## src/rtl/regfile_wp_arbiter_pkg.sv

```systemverilog
// Shared definitions for the register-file write-port arbiter.
//   REG_NUM / REG_ADDR_W : register file geometry (32 x 32)
//   REG_ADDR_ZERO        : hard-wired zero register $0
//   ZERO_WORD            : idle value of the write data bus
//   arbState_t           : NORMAL / STARVE arbitration state
//   addrOneHot()         : register address -> one-hot register mask
package regfile_wp_arbiter_pkg;

   localparam int          REG_NUM       = 32;
   localparam int          REG_ADDR_W    = 5;
   localparam logic [4:0]  REG_ADDR_ZERO = 5'd0;
   localparam logic [31:0] ZERO_WORD     = 32'd0;

   typedef enum logic {
      NORMAL = 1'b0,
      STARVE = 1'b1
   } arbState_t;

   function automatic logic [REG_NUM-1:0] addrOneHot(input logic [REG_ADDR_W-1:0] addr);
      logic [REG_NUM-1:0] mask;
      mask       = '0;
      mask[addr] = 1'b1;
      return mask;
   endfunction

endpackage

```

## src/rtl/regfile_wp_arbiter_scoreboard.sv

```systemverilog
// Busy-register scoreboard for outstanding multi-cycle results.
//   clk, rst         : clock, synchronous active-high reset
//   setEn/setAddr    : a multi-cycle op was issued to setAddr
//   clrEn/clrAddr    : the multi-cycle result for clrAddr was written
//   rs*/rt*/dst*     : decode-stage operand and destination lookups
//   hazard           : decode touches a register that is still pending
module regfile_wp_arbiter_scoreboard
   import regfile_wp_arbiter_pkg::*;
(
   input  logic                  clk,
   input  logic                  rst,
   input  logic                  setEn,
   input  logic [REG_ADDR_W-1:0] setAddr,
   input  logic                  clrEn,
   input  logic [REG_ADDR_W-1:0] clrAddr,
   input  logic [REG_ADDR_W-1:0] rsAddr,
   input  logic                  rsUsed,
   input  logic [REG_ADDR_W-1:0] rtAddr,
   input  logic                  rtUsed,
   input  logic                  dstWe,
   input  logic [REG_ADDR_W-1:0] dstAddr,
   output logic                  hazard
);

   logic [REG_NUM-1:0] busyQ;
   logic [REG_NUM-1:0] busyNext;
   logic [REG_NUM-1:0] setMask;
   logic [REG_NUM-1:0] clrMask;

   always_comb begin
      setMask = '0;
      clrMask = '0;
      if (setEn && setAddr != REG_ADDR_ZERO) setMask = addrOneHot(setAddr);
      if (clrEn) clrMask = addrOneHot(clrAddr);
      // clear first, then set: an issue to the register being retired wins
      busyNext    = (busyQ & ~clrMask) | setMask;
      busyNext[0] = 1'b0;
   end

   always_ff @(posedge clk) begin
      if (rst) busyQ <= '0;
      else     busyQ <= busyNext;
   end

   assign hazard = (rsUsed && busyQ[rsAddr]) ||
                   (rtUsed && busyQ[rtAddr]) ||
                   (dstWe  && busyQ[dstAddr]);

endmodule

```

## src/rtl/regfile_wp_arbiter.sv

```systemverilog
// Register-file write-port arbiter: shares the single write port between the
// WB stage and the multi-cycle (mul/div) result path, bounds how long a
// multi-cycle result can be refused, and generates the decode stall.
//   clk, rst                   : clock, synchronous active-high reset
//   wb_we/wb_addr/wb_data      : WB stage write request
//   mc_valid/mc_addr/mc_data   : multi-cycle result, mc_ready accepts it
//   mc_issue/mc_issue_addr     : decode issues a multi-cycle op
//   dec_*                      : decode operand/destination hazard lookup
//   dec_stall                  : stall IF/ID
//   wb_hold                    : registered; freeze MEM/WB for one cycle
//   rf_we/rf_waddr/rf_wdata    : register file write port
//
// state  | meaning
// NORMAL | WB has priority; consecutive mc refusals are counted
// STARVE | one cycle: mc owns the port, WB is held off via wb_hold
module regfile_wp_arbiter
   import regfile_wp_arbiter_pkg::*;
#(
   parameter int MAX_WAIT = 4,
   parameter int CNT_W    = 4
) (
   input  logic        clk,
   input  logic        rst,
   input  logic        wb_we,
   input  logic [4:0]  wb_addr,
   input  logic [31:0] wb_data,
   input  logic        mc_valid,
   input  logic [4:0]  mc_addr,
   input  logic [31:0] mc_data,
   output logic        mc_ready,
   input  logic        mc_issue,
   input  logic [4:0]  mc_issue_addr,
   input  logic [4:0]  dec_rs_addr,
   input  logic        dec_rs_used,
   input  logic [4:0]  dec_rt_addr,
   input  logic        dec_rt_used,
   input  logic        dec_we,
   input  logic [4:0]  dec_dst_addr,
   output logic        dec_stall,
   output logic        wb_hold,
   output logic        rf_we,
   output logic [4:0]  rf_waddr,
   output logic [31:0] rf_wdata
);

   arbState_t        state;
   arbState_t        stateNext;
   logic [CNT_W-1:0] waitCnt;
   logic [CNT_W-1:0] waitCntNext;
   logic             starve;
   logic             wbEff;
   logic             wbGrant;
   logic             mcHandshake;
   logic             mcRefused;
   logic             sbHazard;

   always_ff @(posedge clk) begin
      if (rst) begin
         state   <= NORMAL;
         waitCnt <= '0;
         wb_hold <= 1'b0;
      end else begin
         state   <= stateNext;
         waitCnt <= waitCntNext;
         wb_hold <= (stateNext == STARVE);
      end
   end

   always_comb begin
      stateNext   = state;
      waitCntNext = '0;
      if (state == STARVE) begin
         stateNext = NORMAL;
      end else if (mcRefused) begin
         if (waitCnt == CNT_W'(MAX_WAIT - 1)) stateNext = STARVE;
         else                                 waitCntNext = waitCnt + CNT_W'(1);
      end
   end

   always_comb begin
      starve      = (state == STARVE);
      wbEff       = wb_we && (wb_addr != REG_ADDR_ZERO);
      wbGrant     = !starve && wbEff;
      mc_ready    = mc_valid && !wbGrant;
      mcHandshake = mc_valid && mc_ready;
      mcRefused   = mc_valid && !mc_ready;
      rf_we       = 1'b0;
      rf_waddr    = REG_ADDR_ZERO;
      rf_wdata    = ZERO_WORD;
      if (wbGrant) begin
         rf_we    = 1'b1;
         rf_waddr = wb_addr;
         rf_wdata = wb_data;
      end else if (mcHandshake) begin
         // a result for $0 still completes the handshake but never writes
         rf_we    = (mc_addr != REG_ADDR_ZERO);
         rf_waddr = mc_addr;
         rf_wdata = mc_data;
      end
   end

   regfile_wp_arbiter_scoreboard uScoreboard (
      .clk     (clk),
      .rst     (rst),
      .setEn   (mc_issue),
      .setAddr (mc_issue_addr),
      .clrEn   (mcHandshake),
      .clrAddr (mc_addr),
      .rsAddr  (dec_rs_addr),
      .rsUsed  (dec_rs_used),
      .rtAddr  (dec_rt_addr),
      .rtUsed  (dec_rt_used),
      .dstWe   (dec_we),
      .dstAddr (dec_dst_addr),
      .hazard  (sbHazard)
   );

   assign dec_stall = sbHazard || wb_hold;

endmodule

```

## config.mk

```make
export PLATFORM = sky130hd
export DESIGN_NAME = regfile_wp_arbiter
export DESIGN_NICKNAME = d
export VERILOG_FILES = /design/src/rtl/regfile_wp_arbiter_pkg.sv /design/src/rtl/regfile_wp_arbiter_scoreboard.sv /design/src/rtl/regfile_wp_arbiter.sv
export SDC_FILE = /design/constraint.sdc
export NUM_CORES = 1
export LEC_CHECK = 0
export ABC_AREA = 0
export BUFFER_PORTS_ARGS = -buffer_cell sky130_fd_sc_hd__buf_2
export CORE_MARGIN = 4
export CORE_UTILIZATION = 43
export DETAILED_ROUTE_END_ITERATION = 10
export GPL_TIMING_DRIVEN = 0
export PLACE_DENSITY = 0.76
export RECOVER_POWER = 100
export SYNTH_ARGS = -nofsm -noshare
export SYNTH_HDL_FRONTEND = slang
export SYNTH_HIERARCHICAL = 1
export SYNTH_SLANG_ARGS = --single-unit
```

## constraint.sdc

```tcl
create_clock -name clk -period 2.46 [get_ports clk]
set_clock_uncertainty 0.2 [all_clocks]
set_input_delay 0.246 -clock clk [delete_from_list [all_inputs] [get_ports clk]]
set_output_delay 0.246 -clock clk [all_outputs]
set_load 0.01 [all_outputs]
```

==> key figures, run 1 <==
Cells and area
  • # fillers: 652
  • Final net count: 609
  • Most common cell after layout, fill and taps aside: buf_2
  • Diodes inserted: 0
  • Final Instance Area: 4051 um^2
  • Area growth syn-to-layout: 30.67%
  • Share of layout cells above drive strength 1: 45.85%
  • Commonest cells after routing, fill and taps aside: buf_2 (135), nand2_1 (104), o21ai_0 (33)

Timing
  • RSZ-0062 raised after global routing: yes
  • Slew HR: 34.58%
  • Final Cycle Share: 112.7%
  • Worst Setup Slack, final: -0.3128 ns
  • Final setup vio count: 11
  • Slew Limit Fails: 0
  • Final TNS setup: -1.288 ns
  • Final Hold Vio Count: 0
  • Tmin final: 2.773 ns
  • Worst slew pin tran: 0.9791 ns
  • FMAX: 360.6 MHz

Synthesis
  • Yosys warnings: 6
  • Synth Register Bits: 36
  • Largest cells by area after synthesis: dfxtp_1 (23%), mux4_2 (13%), nand2_1 (13%)
  • Syn Area/Cell: 8.685 um^2
  • Synthesized net count: 460
  • Cell taking the most area after synthesis: dfxtp_1
  • Mapped cell area: 3100 um^2
  • Post-synth EDFFs: 0
  • Netlist cell types: 41
  • Ys async rst share: 0%
  • Share of the synthesized area in the top cell type: 23.24%
  • Sequential cell area fraction in the yosys report: 23.24%
  • Gate Count Post-Synth: 357
  • Ys flop type: dfxtp_1

Setup path
  • CP max stage cell: mux4_2
  • Reg-to-Reg Start: starve
  • CP Data Arrival Time: 2.33 ns
  • Worst reg2reg path depth: 6
  • CP max FO: 4
  • Most used cell, CP: mux4_2
  • Crit path launch type: register
  • Max stage delay on crit path: 0.49 ns
  • WP buf/inv: 1
  • Worst setup path class: reg2out
  • Worst Path Required: 2.01 ns
  • Worst Setup End Kind: output port
  • R2R setup slack: -0.04 ns
  • CP cell instances: mux4_2, mux4_2, and3_4, a31oi_1, nand3_1, or2_4, buf_6
  • Reg-to-Reg End: uScoreboard/busyQ[20]
  • Largest delay share family, worst path: multiplexers

Place
  • Post-DP HPWL: 8332 um
  • RD Place Congestion: 0.9286
  • Port Buffer Count: 135
  • Cell Area, Placed: 3900 um^2

GRT
  • Largest net degree at the start of global routing: 11
  • Grt ovf: 0
  • Met2 Use GR: 40.07%
  • Met1 usage: 31.27%
  • First-pass GRT wire length: 16550 um
  • Initial antenna violation count: 0
  • GRT busiest layer: met2
  • All-Layer GR Usage: 23.97%
  • Vias in the first global route: 3264
  • Met3 usage: 4.305%

Die
  • # rows: 30
  • Die area: 8633 um^2
  • Die X-Extent: 92.92 um
  • # IOs: 143
  • Die H: 92.92 um
  • Core footprint: 6907 um^2
  • Initial Utilization: 44.89%

Hold path
  • Hold Crit Class: in2reg
  • Endpoint, Worst Hold: uScoreboard/busyQ[25]
  • Hold_sp: mc_issue_addr[2]
  • Hold Crit Depth: 4

Detailed routing
  • DR vias: 3507
  • Vias/cell: 5.826
  • DRT iter0 DRCs: 318
  • DR pass1 iterations: 6
  • # DRC: 0
  • DR WL/cell: 18.12 um
  • WL final: 10910 um
  • Final ANT Viol Nets: 0

Run status
  • Outcome: finished with violations
  • Violated checks: negative setup slack

Clock tree
  • Cts bufs inserted: 5
  • Max clock buf depth: 2
  • CTS clk-pin slew, worst paths: 0.07 ns
  • Clk sinks: 36
  • CTS Root Cell: clkbuf_8
  • TritonCTS clock tree: yes
  • H-Tree Level Count: 2
  • Clk_lat worst skew: 0.28 ns

Power
  • Worst VDD drop: 205.3 uV
  • PD cells: 369.5 nW/um^2
  • Leakage power: 0.001736 uW

Flow run
  • Max cap viols: 0
-- report_power, final --
group / total, uW / leakage (uW) / internal, uW / switching, uW
combinational: 444 / 0.00139 / 205 / 238
clock: 455 / 0.0000503 / 249 / 206
sequential: 598 / 0.000297 / 590 / 7.52
-- through the flow --
stage | utilization, % | hold slack [ns] | setup slack, ns | total power, uW | std cells
after floorplan | - | 0.1151 | 0.05065 | 857.5 | 357
after global placement | 56.47 | 0.2469 | -0.1609 | 1039 | 588
final | 58.66 | 0.1519 | -0.3128 | 1497 | 602
after CTS | 58.84 | 0.1557 | -0.2966 | 1496 | 602
after detailed placement | 56.47 | 0.2530 | -0.1982 | 1047 | 588
after global routing | 58.66 | 0.1888 | -0.3643 | 1560 | 602
-- routing by layer --
| metal | up-vias | routed length (um) |
|---|---|---|
| met5 | - | 0 |
| met4 | 0 | 216 |
| met3 | 22 | 960 |
| met2 | 187 | 5475 |
| met1 | 1676 | 4255 |
| li1 | 1622 | - |
-- final cells by class --
| type | instances | area, um^2 | share of cell area, % |
|---|---|---|---|
| flip-flops and latches | 36 | 737.0 | 18.19 |
| inverters | 3 | 11.26 | 0.2779 |
| repair buffers | 142 | 729.5 | 18.00 |
| multi-input cells | 292 | 2205 | 54.42 |
| well taps | 96 | 120.1 | 2.965 |
| clock buffers | 7 | 96.34 | 2.378 |
| plain buffers | 26 | 152.6 | 3.768 |
-- worst reg2reg max path: stages, from the launching register on --
cell     delay [ns]
dfxtp_1        0.42
and2b_1        0.25
o21ai_0        0.29
and2_0         0.33
or3b_2         0.58
o21ai_0        0.21
a21oi_1        0.09
-- state kept, by name, indices dropped and copies added (netlist names) --
signal	cells
uScoreboard/busyQ	31
waitCnt	4
starve	1
-- cell usage after synthesis (2+ instances only) --
library cell	instances
o211ai_1	2
o21ai_0	32
buf_6	4
nor3_1	2
buf_2	8
a32o_1	5
or3b_2	2
nand2_1	104
a31oi_1	2
nand3_1	4
mux2i_1	11
or2_2	2
nor3b_1	6
inv_1	3
dfxtp_1	36
a21oi_1	31
buf_4	4
and3b_1	3
nand3b_1	6
and3_1	3
nor2_1	6
mux4_1	7
o22ai_2	30
o22ai_1	2
clkbuf_1	9
mux4_2	18
-- worst max-delay path by stage --
stage / cells past startpoint / startpoint / end / slack, ns
finish: 7 / uScoreboard/busyQ[29] / dec_stall / -0.31
global route: 7 / uScoreboard/busyQ[27] / dec_stall / -0.36
CTS: 7 / uScoreboard/busyQ[22] / dec_stall / -0.30
detailed placement: 8 / dec_rs_addr[1] / dec_stall / -0.20
global placement: 8 / dec_rs_addr[1] / dec_stall / -0.16
floorplan: 7 / dec_rs_addr[1] / dec_stall / 0.05
-- what timing repair did --
item | CTS | global route
endpoints found under the hold margin | 1 | 0
buffers inserted | 6 | 0
hold buffers | 1 | 0
pin swaps | 2 | 0
setup endpoints to repair | 1 | 1
gates resized for setup | 19 | 0
-- cells by family after synthesis --
family | share of synthesized area, %
and+or+nand+nor | 21.63
xor gates and xnor gates | 0.2825
AOI/OAI and AO/OA | 26.23
adders and majority gates | 0.4035
muxes | 22.92
buffers and inverters | 5.286
DFF | 23.24
No activity file was read; power rests on OpenSTA's default activity.
==> run 2: changes to the inputs <==
- CORE_UTILIZATION: 43 -> 50
- PLACE_DENSITY: 0.76 -> 0.84
- clock period: 2.46 -> 3.5 ns (I/O delays scaled with it)
==> run 2 against run 1 <==
Against the previous run: the run now ends clean; total power decreased by 28%; cell area decreased by 3.6%; clock-buffer cell count shrank 1; hold slack worse by 0.037 ns; combinational power down 32%; first-iteration DRC count down 5.0%; critical path depth unchanged; critical path type is now in2out.
==> key figures, run 2 (synthesis results as in run 1) <==
GRT
  • Initial antenna violation count: 0 (unchanged)
  • First-pass GRT wire length: 16540 um (about the same)
  • All-Layer GR Usage: 27.50% (+3.5 points)
  • Largest net degree at the start of global routing: 12 (+1)
  • Grt ovf: 0 (unchanged)
  • Vias in the first global route: 3358 (+2.9%)

Setup path
  • Most used cell, CP: clkbuf_1
  • Largest delay share family, worst path: multiplexers
  • WP depth: 7 (unchanged)
  • CP cell instances: clkbuf_1, mux4_1, mux4_2, a31oi_1, nand3_1, or2_2, clkbuf_1
  • Max stage delay on crit path: 0.64 ns (+0.15 ns)
  • CP max stage cell: mux4_1
  • CP Data Arrival Time: 2.63 ns (+0.30 ns)
  • Reg-to-Reg Start: starve
  • CP max FO: 5 (+1)
  • Worst reg2reg path depth: 6 (unchanged)
  • Reg-to-Reg End: uScoreboard/busyQ[28]
  • Worst Path Required: 2.95 ns (+0.94 ns)
  • Worst Setup End Kind: output port
  • Critical path capture point: dec_stall
  • Worst setup path class: in2out
  • R2R setup slack: 1.26 ns (+1.30 ns)
  • Crit path launch type: primary input
  • CP startpoint: dec_rs_addr[0]
  • WP buf/inv: 2 (+1)

Timing
  • RSZ-0062 raised after global routing: no
  • Final setup vio count: 0 (-11)
  • FMAX: 314.1 MHz
  • Worst slew pin tran: 1.089 ns (+0.1100 ns)
  • Worst hold slack: 0.1154 ns (-0.03652 ns)
  • Final Cycle Share: 90.96%
  • Tmin final: 3.184 ns
  • Final Hold Vio Count: 0 (unchanged)
  • Final TNS setup: 0 ns (+1.288 ns)
  • Slew Limit Fails: 0 (unchanged)
  • Worst Setup Slack, final: 0.3165 ns (+0.6293 ns)
  • Slew HR: 27.23% (-7.4 points)

Hold path
  • Hold Crit Class: in2reg

Place
  • Placed insts: 567 (-3.6%)
  • Port Buffer Count: 135 (unchanged)
  • RD Place Congestion: 0.8925 (-3.9%)
  • Post-DP HPWL: 8488 um (+1.9%)
  • Post-place setup slack: 0.3752 ns (+0.5734 ns)

Power
  • Leakage power: 0.001613 uW (-7.1%)
  • Final Power: 1078 uW (-28%)
  • Worst VDD drop: 199.5 uV (-2.8%)
  • PD cells: 276.1 nW/um^2 (-25%)

Clock tree
  • Clk_lat worst skew: 0.28 ns (about the same)
  • Clk sinks: 36 (unchanged)
  • Cts bufs inserted: 5 (unchanged)
  • PostCTS Resize Cnt: 0 (-19)
  • Max clock buf depth: 2 (unchanged)
  • H-Tree Level Count: 2 (unchanged)
  • TritonCTS clock tree: yes
  • CTS clk-pin slew, worst paths: 0.07 ns (about the same)
  • CTS Root Cell: clkbuf_8
  • Setup repair bufs after CTS: 0 (-6)
  • Hold_buf cts: 0 (-1)

Detailed routing
  • Highest metal used: met4
  • Met3 wire length: 1055 um (+9.9%)
  • DRT iter0 DRCs: 302 (-5.0%)
  • Final ANT Viol Nets: 0 (unchanged)
  • DR WL/cell: 18.72 um (+3.3%)
  • WL final: 10770 um (-1.3%)
  • Vias/cell: 6.099 (+4.7%)
  • DR vias: 3507 (unchanged)
  • Post-Route M1 WL: 4173 um (-1.9%)
  • DR pass1 iterations: 5 (-1)
  • # DRC: 0 (unchanged)
  • Met2 WL: 5312 um (-3.0%)

Die
  • Die area: 7525 um^2 (-13%)
  • # rows: 28 (-6.7%)
  • Die H: 86.75 um (-6.6%)
  • Core footprint: 5956 um^2 (-14%)
  • # IOs: 143 (unchanged)
  • Die X-Extent: 86.75 um (-6.6%)
  • Initial Utilization: 52.06% (+7.2 points)

Cells and area
  • Largest register by flop count: uScoreboard/busyQ
  • Final net count: 602 (-1.1%)
  • Finished Layout Cells: 575 (-4.5%)
  • Commonest cells after routing, fill and taps aside: nand2_1 (104), buf_2 (104), clkbuf_1 (50)
  • Share of layout cells above drive strength 1: 34.40% (-11 points)
  • Max FFs per register: 31 (unchanged)
  • Area growth syn-to-layout: 25.99%
  • Diodes inserted: 0 (unchanged)

Run status
  • Outcome: finished, final reports clean

Flow run
  • Max cap viols: 0 (unchanged)
==> run 2: how the worst min path moves through the flow <==
stage	from	end	slack, ns	cells past startpoint
CTS	rst	uScoreboard/busyQ[6]	0.11	2
global placement	waitCnt[0]	waitCnt[0]	0.25	1
detailed placement	waitCnt[0]	waitCnt[0]	0.26	1
floorplan	rst	uScoreboard/busyQ[6]	0.22	1
finish	rst	uScoreboard/busyQ[6]	0.12	2
global route	rst	uScoreboard/busyQ[6]	0.11	2
==> run 2: per-stage QoR <==
stage	instance area, um^2	utilization [%]
2_1_floorplan	3100	-
3_3_place_gp	3870	64.98
3_5_place_dp	3870	64.98
4_1_cts	3978	66.79
5_1_grt	3906	65.59
6_report	3906	65.59
==> run 2: routing by layer <==
layer | vias to the layer above | track usage [%]
met5 | - | 0
met2 | 223 | 45.55
met3 | 19 | 4.848
met4 | 0 | 10.34
met1 | 1644 | 35.85
li1 | 1621 | -
==> run 2: layout make-up <==
class	count	area, um^2
plain buffers	26	142.6
flip-flops and latches	36	720.7
inverters	3	11.26
repair buffers	135	633.1
well taps	75	93.84
clock inverters	2	35.03
clock buffers	6	72.57
multi-input cells	292	2197
fillers	515	2049
==> run 2: worst reg2reg max path: cells and delay by family, from the launching register on <==
kind | cells | cell delay [ns]
simple gates | 3 | 1.10
compound gates | 3 | 0.47
flops | 1 | 0.35
==> run 2: where the power goes <==
| group | internal [uW] | switching [uW] |
|---|---|---|
| Combinational | 133 | 167 |
| Sequential | 415 | 5.74 |
| Clock | 211 | 146 |
| Total | 759 | 319 |
==> run 3: changes to the inputs <==
- CORE_UTILIZATION: 50 -> 45
- PLACE_DENSITY: 0.84 -> 0.76
==> run 3 against run 2 <==
Against the previous run: utilization down 6.2 points; sequential cell count unchanged; die area up 10%; via count down 2.2%; first-iteration DRC count down 4.0%; register-to-register slack worse by 0.24 ns; wire length about the same; total power down 8.1%; critical endpoint unchanged; largest power group unchanged.
==> key figures, run 3 (synthesis results as in run 1) <==
Clock tree
  • Hold_buf cts: 0 (unchanged)
  • Setup repair bufs after CTS: 0 (unchanged)
  • H-Tree Level Count: 2 (unchanged)
  • CTS clk-pin slew, worst paths: 0.06 ns (about the same)
  • PostCTS Resize Cnt: 0 (unchanged)
  • CTS Root Cell: clkbuf_8
  • TritonCTS clock tree: yes
  • Max clock buf depth: 2 (unchanged)
  • Clk_lat worst skew: 0.28 ns (about the same)
  • Clk sinks: 36 (unchanged)
  • Cts bufs inserted: 5 (unchanged)

Die
  • Core footprint: 6531 um^2 (+9.7%)
  • # IOs: 143 (unchanged)
  • Die area: 8282 um^2 (+10%)
  • Initial Utilization: 47.47% (-4.6 points)
  • # rows: 29 (+3.6%)
  • Die X-Extent: 91.01 um (+4.9%)
  • Die H: 91.01 um (+4.9%)

Cells and area
  • Final net count: 602 (unchanged)
  • Diodes inserted: 0 (unchanged)
  • Largest register by flop count: uScoreboard/busyQ
  • # fillers: 647 (+26%)
  • Commonest cells after routing, fill and taps aside: buf_2 (106), nand2_1 (104), clkbuf_1 (48)
  • Share of layout cells above drive strength 1: 34.47% (+0.069 points)
  • Finished Layout Cells: 576 (+0.17%)
  • Max FFs per register: 31 (unchanged)
  • Area growth syn-to-layout: 25.06%
  • Most common cell after layout, fill and taps aside: buf_2

Place
  • Placed insts: 569 (+0.35%)
  • Post-place setup slack: 0.3324 ns (-0.04280 ns)
  • RD Place Congestion: 0.9144 (+2.5%)
  • Port Buffer Count: 135 (unchanged)
  • Post-DP HPWL: 8430 um (-0.68%)

Detailed routing
  • Final ANT Viol Nets: 0 (unchanged)
  • Vias/cell: 5.953 (-2.4%)
  • DR pass1 iterations: 5 (unchanged)
  • DR WL/cell: 18.70 um (-0.11%)
  • DRT iter0 DRCs: 290 (-4.0%)
  • WL final: 10770 um (about the same)
  • # DRC: 0 (unchanged)
  • DR vias: 3429 (-2.2%)

Power
  • Leakage power: 0.001604 uW (-0.60%)
  • Worst VDD drop: 205.4 uV (+2.9%)
  • PD cells: 255.5 nW/um^2 (-7.4%)

Setup path
  • Most used cell, CP: clkbuf_1
  • R2R setup slack: 1.02 ns (-0.24 ns)
  • CP max FO: 5 (unchanged)
  • Worst setup path class: in2out
  • Critical path capture point: dec_stall
  • Crit path launch type: primary input
  • CP max stage cell: mux4_1
  • Max stage delay on crit path: 0.62 ns (-0.02 ns)
  • Reg-to-Reg End: uScoreboard/busyQ[24]
  • CP cell instances: clkbuf_1, mux4_1, mux4_2, a31oi_1, nand3_1, or2_2, clkbuf_1
  • Worst Setup End Kind: output port
  • Worst Path Required: 2.95 ns (about the same)
  • Reg-to-Reg Start: starve
  • CP startpoint: dec_rs_addr[0]
  • CP Data Arrival Time: 2.61 ns (-0.02 ns)
  • Worst reg2reg path depth: 6 (unchanged)

GRT
  • Vias in the first global route: 3302 (-1.7%)
  • Largest net degree at the start of global routing: 11 (-1)
  • Initial antenna violation count: 0 (unchanged)
  • GRT busiest layer: met2
  • All-Layer GR Usage: 24.79% (-2.7 points)
  • Grt ovf: 0 (unchanged)
  • Met1 usage: 32.45% (-3.4 points)
  • First-pass GRT wire length: 16870 um (+2.0%)
  • Met2 Use GR: 42.31% (-3.2 points)
  • Met3 usage: 4.876% (+0.028 points)

Run status
  • Outcome: finished, final reports clean

Timing
  • Final setup vio count: 0 (unchanged)
  • Worst slew pin tran: 1.141 ns (+0.05134 ns)
  • Slew HR: 23.80% (-3.4 points)
  • Tmin final: 3.160 ns (-0.02397 ns)
  • Worst Setup Slack, final: 0.3404 ns (+0.02397 ns)
  • Worst hold slack: 0.1363 ns (+0.02094 ns)
  • FMAX: 316.5 MHz (+0.76%)
  • Final TNS setup: 0 ns (unchanged)
  • Final Hold Vio Count: 0 (unchanged)
  • Slew Limit Fails: 0 (unchanged)
  • Final Cycle Share: 90.27% (-0.68 points)
  • RSZ-0062 raised after global routing: no

Hold path
  • Hold Crit Class: in2reg

Flow run
  • Max cap viols: 0 (unchanged)
-- run 3: critical path, delay by kind of cell --
family / cells / cell delay, ns
and+or+nand+nor: 2 / 0.51
muxes: 2 / 1.10
buffers and inverters: 2 / 0.47
AOI/OAI and AO/OA: 1 / 0.18
-- run 3: how the worst min path moves through the flow --
stage | startpoint | end | depth (start not counted) | slack [ns]
2_1_floorplan | rst | uScoreboard/busyQ[6] | 1 | 0.22
5_1_grt | rst | uScoreboard/busyQ[6] | 2 | 0.13
4_1_cts | rst | uScoreboard/busyQ[6] | 2 | 0.13
3_3_place_gp | waitCnt[0] | waitCnt[0] | 1 | 0.25
3_5_place_dp | waitCnt[0] | waitCnt[0] | 1 | 0.25
6_report | rst | uScoreboard/busyQ[6] | 2 | 0.14
-- run 3: where the power goes --
part	internal (uW)	total, uW	leakage (uW)	switching [uW]
Combinational	133	300	0.00127	167
Clock	135	271	0.0000410	136
Sequential	415	420	0.000291	5.66
Total	683	991	0.00160	308
-- run 3: area by class of cell --
cell class / count / area [um^2] / area share [%]
buffer: 26 / 143.9 / 3.711
clock buffer: 6 / 72.57 / 1.872
clock inverter: 1 / 5.005 / 0.1291
inverter: 3 / 11.26 / 0.2904
multi-input combinational: 292 / 2193 / 56.57
sequential: 36 / 720.7 / 18.59
tap: 77 / 96.34 / 2.485
timing repair buffer: 135 / 634.4 / 16.36
-- run 3: metal layers --
layer | part of all wire [%] | wire length (um)
met1 | 41 | 4461
met2 | 50 | 5355
met3 | 7.6 | 819
met4 | 1.3 | 136
met5 | 0 | 0
-- run 3: metrics by stage --
| stage | power, uW | utilization (%) | instance area (um^2) |
|---|---|---|---|
| floorplan | 602.1 | - | 3100 |
| global placement | 730.2 | 59.29 | 3872 |
| detailed placement | 736.2 | 59.29 | 3872 |
| CTS | 1003 | 60.48 | 3950 |
| global route | 1041 | 59.37 | 3877 |
| finish | 990.8 | 59.37 | 3877 |
